[config.mk]
export PLATFORM = sky130hd
export DESIGN_NAME = sfp_iter_div
export DESIGN_NICKNAME = d
export VERILOG_FILES = /design/src/rtl/sfp_div_pkg.sv /design/src/rtl/sfp_div_step.sv /design/src/rtl/sfp_iter_div.sv
export SDC_FILE = /design/constraint.sdc
export NUM_CORES = 1
export LEC_CHECK = 0
export CAP_MARGIN = 20
export CORE_MARGIN = 3
export CORE_UTILIZATION = 55
export CTS_CLUSTER_DIAMETER = 100
export CTS_CLUSTER_SIZE = 16
export DETAILED_ROUTE_END_ITERATION = 8
export GPL_TIMING_DRIVEN = 1
export PLACE_DENSITY = 0.81
export SYNTH_ARGS = -nofsm -noshare
export SYNTH_HDL_FRONTEND = slang
export SYNTH_SLANG_ARGS = --single-unit
[constraint.sdc]
create_clock -name clk -period 4.45 [get_ports clk]
set_input_delay 0.445 -clock clk [delete_from_list [all_inputs] [get_ports clk]]
set_output_delay 0.445 -clock clk [all_outputs]
set_load 0.05 [all_outputs]
[src/rtl/sfp_div_pkg.sv]
// Shared types and constants for the SFP iterative divider.
package sfp_div_pkg;

  // Widest radix the step datapath supports (radix-4).
  localparam int SFP_DIV_MAX_RADIX_LOG2 = 2;

  typedef enum logic [1:0] {
    IDLE = 2'd0,
    CALC = 2'd1,
    DONE = 2'd2
  } sfp_div_state_e;

  // Number of iteration cycles for a given width and radix.
  function automatic int sfp_div_iters(input int width, input int radix_log2);
    return width / radix_log2;
  endfunction

endpackage

[src/rtl/sfp_div_step.sv]
// One combinational iteration of the restoring divider: shift the next
// dividend bits into the partial remainder, subtract the largest multiple
// of the divisor that fits and shift that multiple into the quotient.
module sfp_div_step
  import sfp_div_pkg::*;
#(
  parameter int WIDTH      = 20,
  parameter int RADIX_LOG2 = 1
) (
  input  logic [WIDTH-1:0] acc,         // partial remainder, always < divisor
  input  logic [WIDTH-1:0] quo,         // dividend bits still to retire, quotient bits so far
  input  logic [WIDTH-1:0] divisor,
  input  logic [WIDTH+1:0] divisor_x3,  // 3*divisor, only consulted for radix-4
  output logic [WIDTH-1:0] acc_next,
  output logic [WIDTH-1:0] quo_next
);

  localparam int AW   = WIDTH + RADIX_LOG2;
  localparam int CW   = WIDTH + SFP_DIV_MAX_RADIX_LOG2;
  localparam int KMAX = (1 << RADIX_LOG2) - 1;

  logic [AW-1:0]         acc_shift;
  logic [CW-1:0]         acc_ext;
  logic [CW-1:0]         mult [KMAX+1];
  logic [KMAX:1]         fits;
  logic [RADIX_LOG2-1:0] k;

  // The accumulator is WIDTH+RADIX_LOG2 bits: remainder with new dividend bits appended.
  assign acc_shift = {acc, quo[WIDTH-1 -: RADIX_LOG2]};
  assign acc_ext   = CW'(acc_shift);
  assign mult[0]   = '0;

  // Candidate multiples k*divisor and whether each fits under the accumulator.
  for (genvar gi = 1; gi <= KMAX; gi++) begin : g_mult
    if (gi == 1) begin : g_x1
      assign mult[gi] = CW'(divisor);
    end else if (gi == 2) begin : g_x2
      assign mult[gi] = CW'({divisor, 1'b0});
    end else begin : g_x3
      assign mult[gi] = divisor_x3;
    end
    assign fits[gi] = (acc_ext >= mult[gi]);
  end

  // Fits is monotone in k, so the last hit is the largest usable digit.
  always_comb begin
    k = '0;
    for (int i = 1; i <= KMAX; i++) begin
      if (fits[i]) k = i[RADIX_LOG2-1:0];
    end
  end

  // The new remainder is below the divisor, so WIDTH bits hold it exactly.
  assign acc_next = WIDTH'(acc_ext - mult[k]);
  assign quo_next = {quo[WIDTH-RADIX_LOG2-1:0], k};

endmodule

[src/rtl/sfp_iter_div.sv]
// Parametrised iterative integer divider (radix-2 or radix-4) with
// valid/ready handshakes, remainder output and divide-by-zero flag.
// Optional feature: define SFP_DIV_SIGNED_EN to honour in_signed
// (two's complement operands, truncation toward zero).
module sfp_iter_div
  import sfp_div_pkg::*;
#(
  parameter int WIDTH      = 20,
  parameter int RADIX_LOG2 = 1
) (
  input  logic             clk,
  input  logic             rst_n,
  input  logic             in_valid,
  output logic             in_ready,
  input  logic             in_signed,
  input  logic [WIDTH-1:0] a,
  input  logic [WIDTH-1:0] b,
  output logic             out_valid,
  input  logic             out_ready,
  output logic [WIDTH-1:0] quo,
  output logic [WIDTH-1:0] rem,
  output logic             dbz
);

  localparam int N    = sfp_div_iters(WIDTH, RADIX_LOG2);
  localparam int CNTW = (N > 1) ? $clog2(N) : 1;
  localparam logic [CNTW-1:0] LAST = CNTW'(N - 1);

  sfp_div_state_e   state_reg, state_next;
  logic [CNTW-1:0]  cnt_reg;
  logic [WIDTH-1:0] acc_reg;
  logic [WIDTH-1:0] work_reg;
  logic [WIDTH-1:0] div_reg;
  logic [WIDTH+1:0] div3_reg;
  logic [WIDTH-1:0] quo_reg, rem_reg;
  logic             dbz_reg;

  logic             accept;
  logic             b_zero;
  logic [WIDTH-1:0] a_mag, b_mag;
  logic [WIDTH+1:0] b_x3;
  logic [WIDTH-1:0] step_acc, step_quo;
  logic [WIDTH-1:0] quo_fin, rem_fin;

  assign accept = in_valid & in_ready;
  assign b_zero = (b == '0);
  assign quo    = quo_reg;
  assign rem    = rem_reg;
  assign dbz    = dbz_reg;

`ifdef SFP_DIV_SIGNED_EN
  logic neg_quo_reg, neg_rem_reg;
  logic a_neg, b_neg;

  // Signed operands are divided as magnitudes; signs are restored on the way out.
  always_comb begin
    a_neg = in_signed & a[WIDTH-1];
    b_neg = in_signed & b[WIDTH-1];
    a_mag = a_neg ? -a : a;
    b_mag = b_neg ? -b : b;
  end

  // Quotient takes sign(a)^sign(b), remainder takes sign(a); MIN/-1 wraps to MIN.
  always_comb begin
    quo_fin = neg_quo_reg ? -step_quo : step_quo;
    rem_fin = neg_rem_reg ? -step_acc : step_acc;
  end

  // Sign flags captured with the operands.
  always_ff @(posedge clk or negedge rst_n) begin
    if (!rst_n) begin
      neg_quo_reg <= 1'b0;
      neg_rem_reg <= 1'b0;
    end else if (accept) begin
      neg_quo_reg <= a_neg ^ b_neg;
      neg_rem_reg <= a_neg;
    end
  end
`else
  assign a_mag   = a;
  assign b_mag   = b;
  assign quo_fin = step_quo;
  assign rem_fin = step_acc;
`endif

  assign b_x3 = {2'b00, b_mag} + {1'b0, b_mag, 1'b0};

  sfp_div_step #(
    .WIDTH      (WIDTH),
    .RADIX_LOG2 (RADIX_LOG2)
  ) u_step (
    .acc        (acc_reg),
    .quo        (work_reg),
    .divisor    (div_reg),
    .divisor_x3 (div3_reg),
    .acc_next   (step_acc),
    .quo_next   (step_quo)
  );

  // Next state and handshake outputs; nothing is accepted while in reset.
  always_comb begin
    state_next = state_reg;
    in_ready   = 1'b0;
    out_valid  = 1'b0;
    case (state_reg)
      IDLE: begin
        in_ready = rst_n;
        if (in_valid && rst_n) state_next = b_zero ? DONE : CALC;
      end
      CALC: begin
        if (cnt_reg == LAST) state_next = DONE;
      end
      DONE: begin
        out_valid = 1'b1;
        if (out_ready) state_next = IDLE;
      end
      default: state_next = IDLE;
    endcase
  end

  // State register.
  always_ff @(posedge clk or negedge rst_n) begin
    if (!rst_n) state_reg <= IDLE;
    else        state_reg <= state_next;
  end

  // Operand load, iteration and result registers; results hold after drain.
  always_ff @(posedge clk or negedge rst_n) begin
    if (!rst_n) begin
      cnt_reg  <= '0;
      acc_reg  <= '0;
      work_reg <= '0;
      div_reg  <= '0;
      div3_reg <= '0;
      quo_reg  <= '0;
      rem_reg  <= '0;
      dbz_reg  <= 1'b0;
    end else if (accept) begin
      cnt_reg <= '0;
      if (b_zero) begin
        quo_reg <= '1;
        rem_reg <= a;
        dbz_reg <= 1'b1;
      end else begin
        dbz_reg  <= 1'b0;
        acc_reg  <= '0;
        work_reg <= a_mag;
        div_reg  <= b_mag;
        div3_reg <= b_x3;
      end
    end else if (state_reg == CALC) begin
      acc_reg  <= step_acc;
      work_reg <= step_quo;
      if (cnt_reg == LAST) begin
        quo_reg <= quo_fin;
        rem_reg <= rem_fin;
      end else begin
        cnt_reg <= cnt_reg + 1'b1;
      end
    end
  end

endmodule

==> flow_summary_export.csv <==
group,metric,value,unit
status,status,"finished, final reports clean",
sta,period_minus_slack,4.215,ns
clock_tree,cts.path.max_buffers,2,
sta,hold_viol,0,
grt,track_usage,24.71,%
floorplan,initial_utilization,57.47,%
floorplan,core,10510,um2
floorplan,ios,88,
yosys,synth-compound-area-share,19.72,%
floorplan,row_count,37,
yosys,seq_area_frac_synth,44.75,%
yosys,ys_warn_count,0,
critical_path,r2r-end,"acc_reg[18]",
floorplan,dieArea,12270,um2
clock_tree,cts_resized,0,
grt,first_global_vias,4936,
floorplan,die_x,110.8,um
critical_path,critical_path_class,"register to register",
drt,drt_iter0_drc,341,
cells_and_area,final_net_count,788,
yosys,synth_flop_cell,"dfrtp_1",
critical_path,startpoint_type,"register",
yosys,synthXorXnorAreaFrac,1.885,%
yosys,synthAdderAreaFrac,8.618,%
yosys,synth-edff-count,0,
critical_path,cp_max_fo,10,
clock_tree,tritoncts,"yes",
yosys,synthSimpleGateAreaFrac,15.19,%
cells_and_area,drive_gt1_share,9.477,%
yosys,synth_cells,621,
sta,max_slew_margin,40.92,%
critical_path,r2r_cells,17,
critical_path,r2r_slack,0.23,ns
floorplan,die_y,110.8,um
drt,dr.pass1.iters,5,
drt,routed_wl,14.79,mm
yosys,synth_area_per_cell,9.726,um2
clock_tree,clkSlewWorstSetupHoldPaths,0.11,ns
critical_path,cp_top_family,"compound AO/OA/AOI/OAI gates",
drt,vias,4940,
sta,rsz0062_at_grt,"no",
grt,grt_overflow,0,
critical_path,worstSetupEndpointType,"register",
clock_tree,cts_sinks,108,
sta,fin_skew,0.01471,ns
clock_tree,clock_latency,0.39,ns
sta,fmax,237.2,MHz
critical_path,critical_path_arrival,4.54,ns
place,portBuffers,86,
clock_tree,cts-root-buf,"clkbuf_8",
sta,finalSetupViolCount,0,
yosys,syn-num-nets,707,
clock_tree,post-cts-setup-buffer-count,0,
drt,drc,0,
yosys,async_flop_share,100.0,%
sta,setup_tns,0,ns
cells_and_area,nFillCells,836,
place,dpl.hpwl,11.05,mm
cells_and_area,antenna_cells,0,
grt,grt_pass1_wl,24.63,mm
yosys,ys_ff_latch,108,
sta,worst_pin_slew,0.8841,ns
yosys,synthMuxAreaShare,5.739,%
critical_path,path_buf_inv,2,
critical_path,cpPeakStageDelay,0.54,ns
critical_path,cp_cell_sequence,"inv_1, ha_1, nor3b_1, o21ai_0, a21oi_1, nand2_1, a211o_1, and2_1, ha_1, inv_1, fa_1, a21o_1, a21oi_2, o211a_4, o21a_1, o311ai_1, mux2_2",
critical_path,required,4.78,ns
sta,fin_crit_sh,94.73,%
critical_path,slowest_stage,"o311ai_1",
yosys,syn-cell-area,6040,um2
clock_tree,numCtsBuffers,9,
grt,antenna_found_initial,1,
run,maxCapViolations,0,
drt,viasPerCell,5.860,
critical_path,regToRegStartpoint,"work_reg[19]",
place,gp_congestion,0.9883,
grt,grt_max_degree,66,
hold_path,hp-class,"input pin to async pin",
drt,ant_nets,0,
yosys,synth_top_family_by_area,"compound AO/OA/AOI/OAI gates",
clock_tree,htree_levels,3,
clock_tree,hold_buffers,0,
sta,timing.final.max_slew_violations,0,
cells_and_area,area_growth,20.26,%
drt,avgRoutedWirePerCell,17.54,um
yosys,yosys.cell_types.count,64,
[kinds of logic after synthesis]
logic type / after synthesis
simple gates: 200
compound gates: 168
flops: 108
buf+inv: 59
fa+ha+maj: 41
mux: 32
xor+xnor: 13
[cell type report]
type	count	area [um2]	area share [%]
multi-input cells	454	3104	42.74
flip-flops and latches	108	2703	37.21
repair buffers	99	955.9	13.16
well taps	136	170.2	2.343
clock buffers	11	151.4	2.084
inverters	30	112.6	1.550
clock inverters	5	66.31	0.9130
[Yosys cell counts, drive strengths merged, types with 4 or more instances]
master / number / share of area (%)
mux2i: 11 / 1.8
inv: 30 / 1.9
and3: 4 / 0.41
clkbuf: 11 / 0.68
nand2b: 4 / 0.41
xnor2: 6 / 0.87
a31oi: 12 / 1.6
ha: 40 / 8.3
a211oi: 4 / 0.66
nand3: 17 / 1.5
xor2: 7 / 1.0
buf: 18 / 1.6
nand2: 105 / 6.5
nor3: 10 / 0.83
o21ai: 40 / 3.4
nor4: 6 / 0.62
o31ai: 5 / 0.62
a21oi: 39 / 3.4
o22a: 23 / 3.3
mux2: 21 / 3.9
nor2b: 4 / 0.41
nor2: 31 / 1.9
o21a: 5 / 0.62
dfrtp: 108 / 45
a21o: 21 / 2.6
[per-stage QoR]
step | area, um2 | util, % | setup WS (ns) | hold WS, ns | instances
floorplan | 6040 | - | 0.7527 | 0.1494 | 621
global placement | 7046 | 67.04 | 0.4361 | 0.4678 | 827
detailed placement | 7046 | 67.04 | 0.3453 | 0.4668 | 827
CTS | 7263 | 69.12 | 0.2741 | 0.1847 | 843
global route | 7263 | 69.12 | 0.008945 | 0.2141 | 843
finish | 7263 | 69.12 | 0.2345 | 0.1893 | 843
[worst reg2reg max path: cells and delay by family (launching register included)]
kind,cells,cell delay (ns)
compound gates,8,2.11
fa+ha+maj,3,0.66
buf+inv,2,0.19
flops,1,0.39
mux,1,0.26
simple gates,3,0.54
[cell usage in the layout, fill, tap and decap left out, types with 21 or more instances in the layout]
cell type / netlist / final
a21o_1: 21 / 21
a21oi_1: 36 / 36
clkdlybuf4s50_1: 0 / 85
dfrtp_1: 108 / 108
ha_1: 40 / 40
inv_1: 30 / 30
nand2_1: 105 / 105
nor2_1: 31 / 31
o21ai_0: 35 / 35
o22a_1: 23 / 23
[per-layer routing]
layer  track usage (%)  up-vias  wire length, um
met4             7.882        0              373
li1                  -     2386                -
met5                 0        -                0
met2             43.53      130             7624
met1             30.20     2392             6077
met3             5.295       32              714
[how the worst max path moves through the flow]
| stage | start | endpoint | slack (ns) | cells past startpoint |
|---|---|---|---|---|
| global placement | acc_reg[7] | acc_reg[18] | 0.44 | 16 |
| global route | work_reg[19] | rem[17] | 0.009 | 17 |
| detailed placement | work_reg[19] | rem[17] | 0.35 | 17 |
| floorplan | acc_reg[11] | rem[14] | 0.75 | 18 |
| finish | work_reg[19] | acc_reg[18] | 0.23 | 17 |
| CTS | work_reg[19] | acc_reg[18] | 0.27 | 17 |
Power is not shown: default switching activity piles up to over one toggle a cycle in this logic, so the estimate is an artifact.
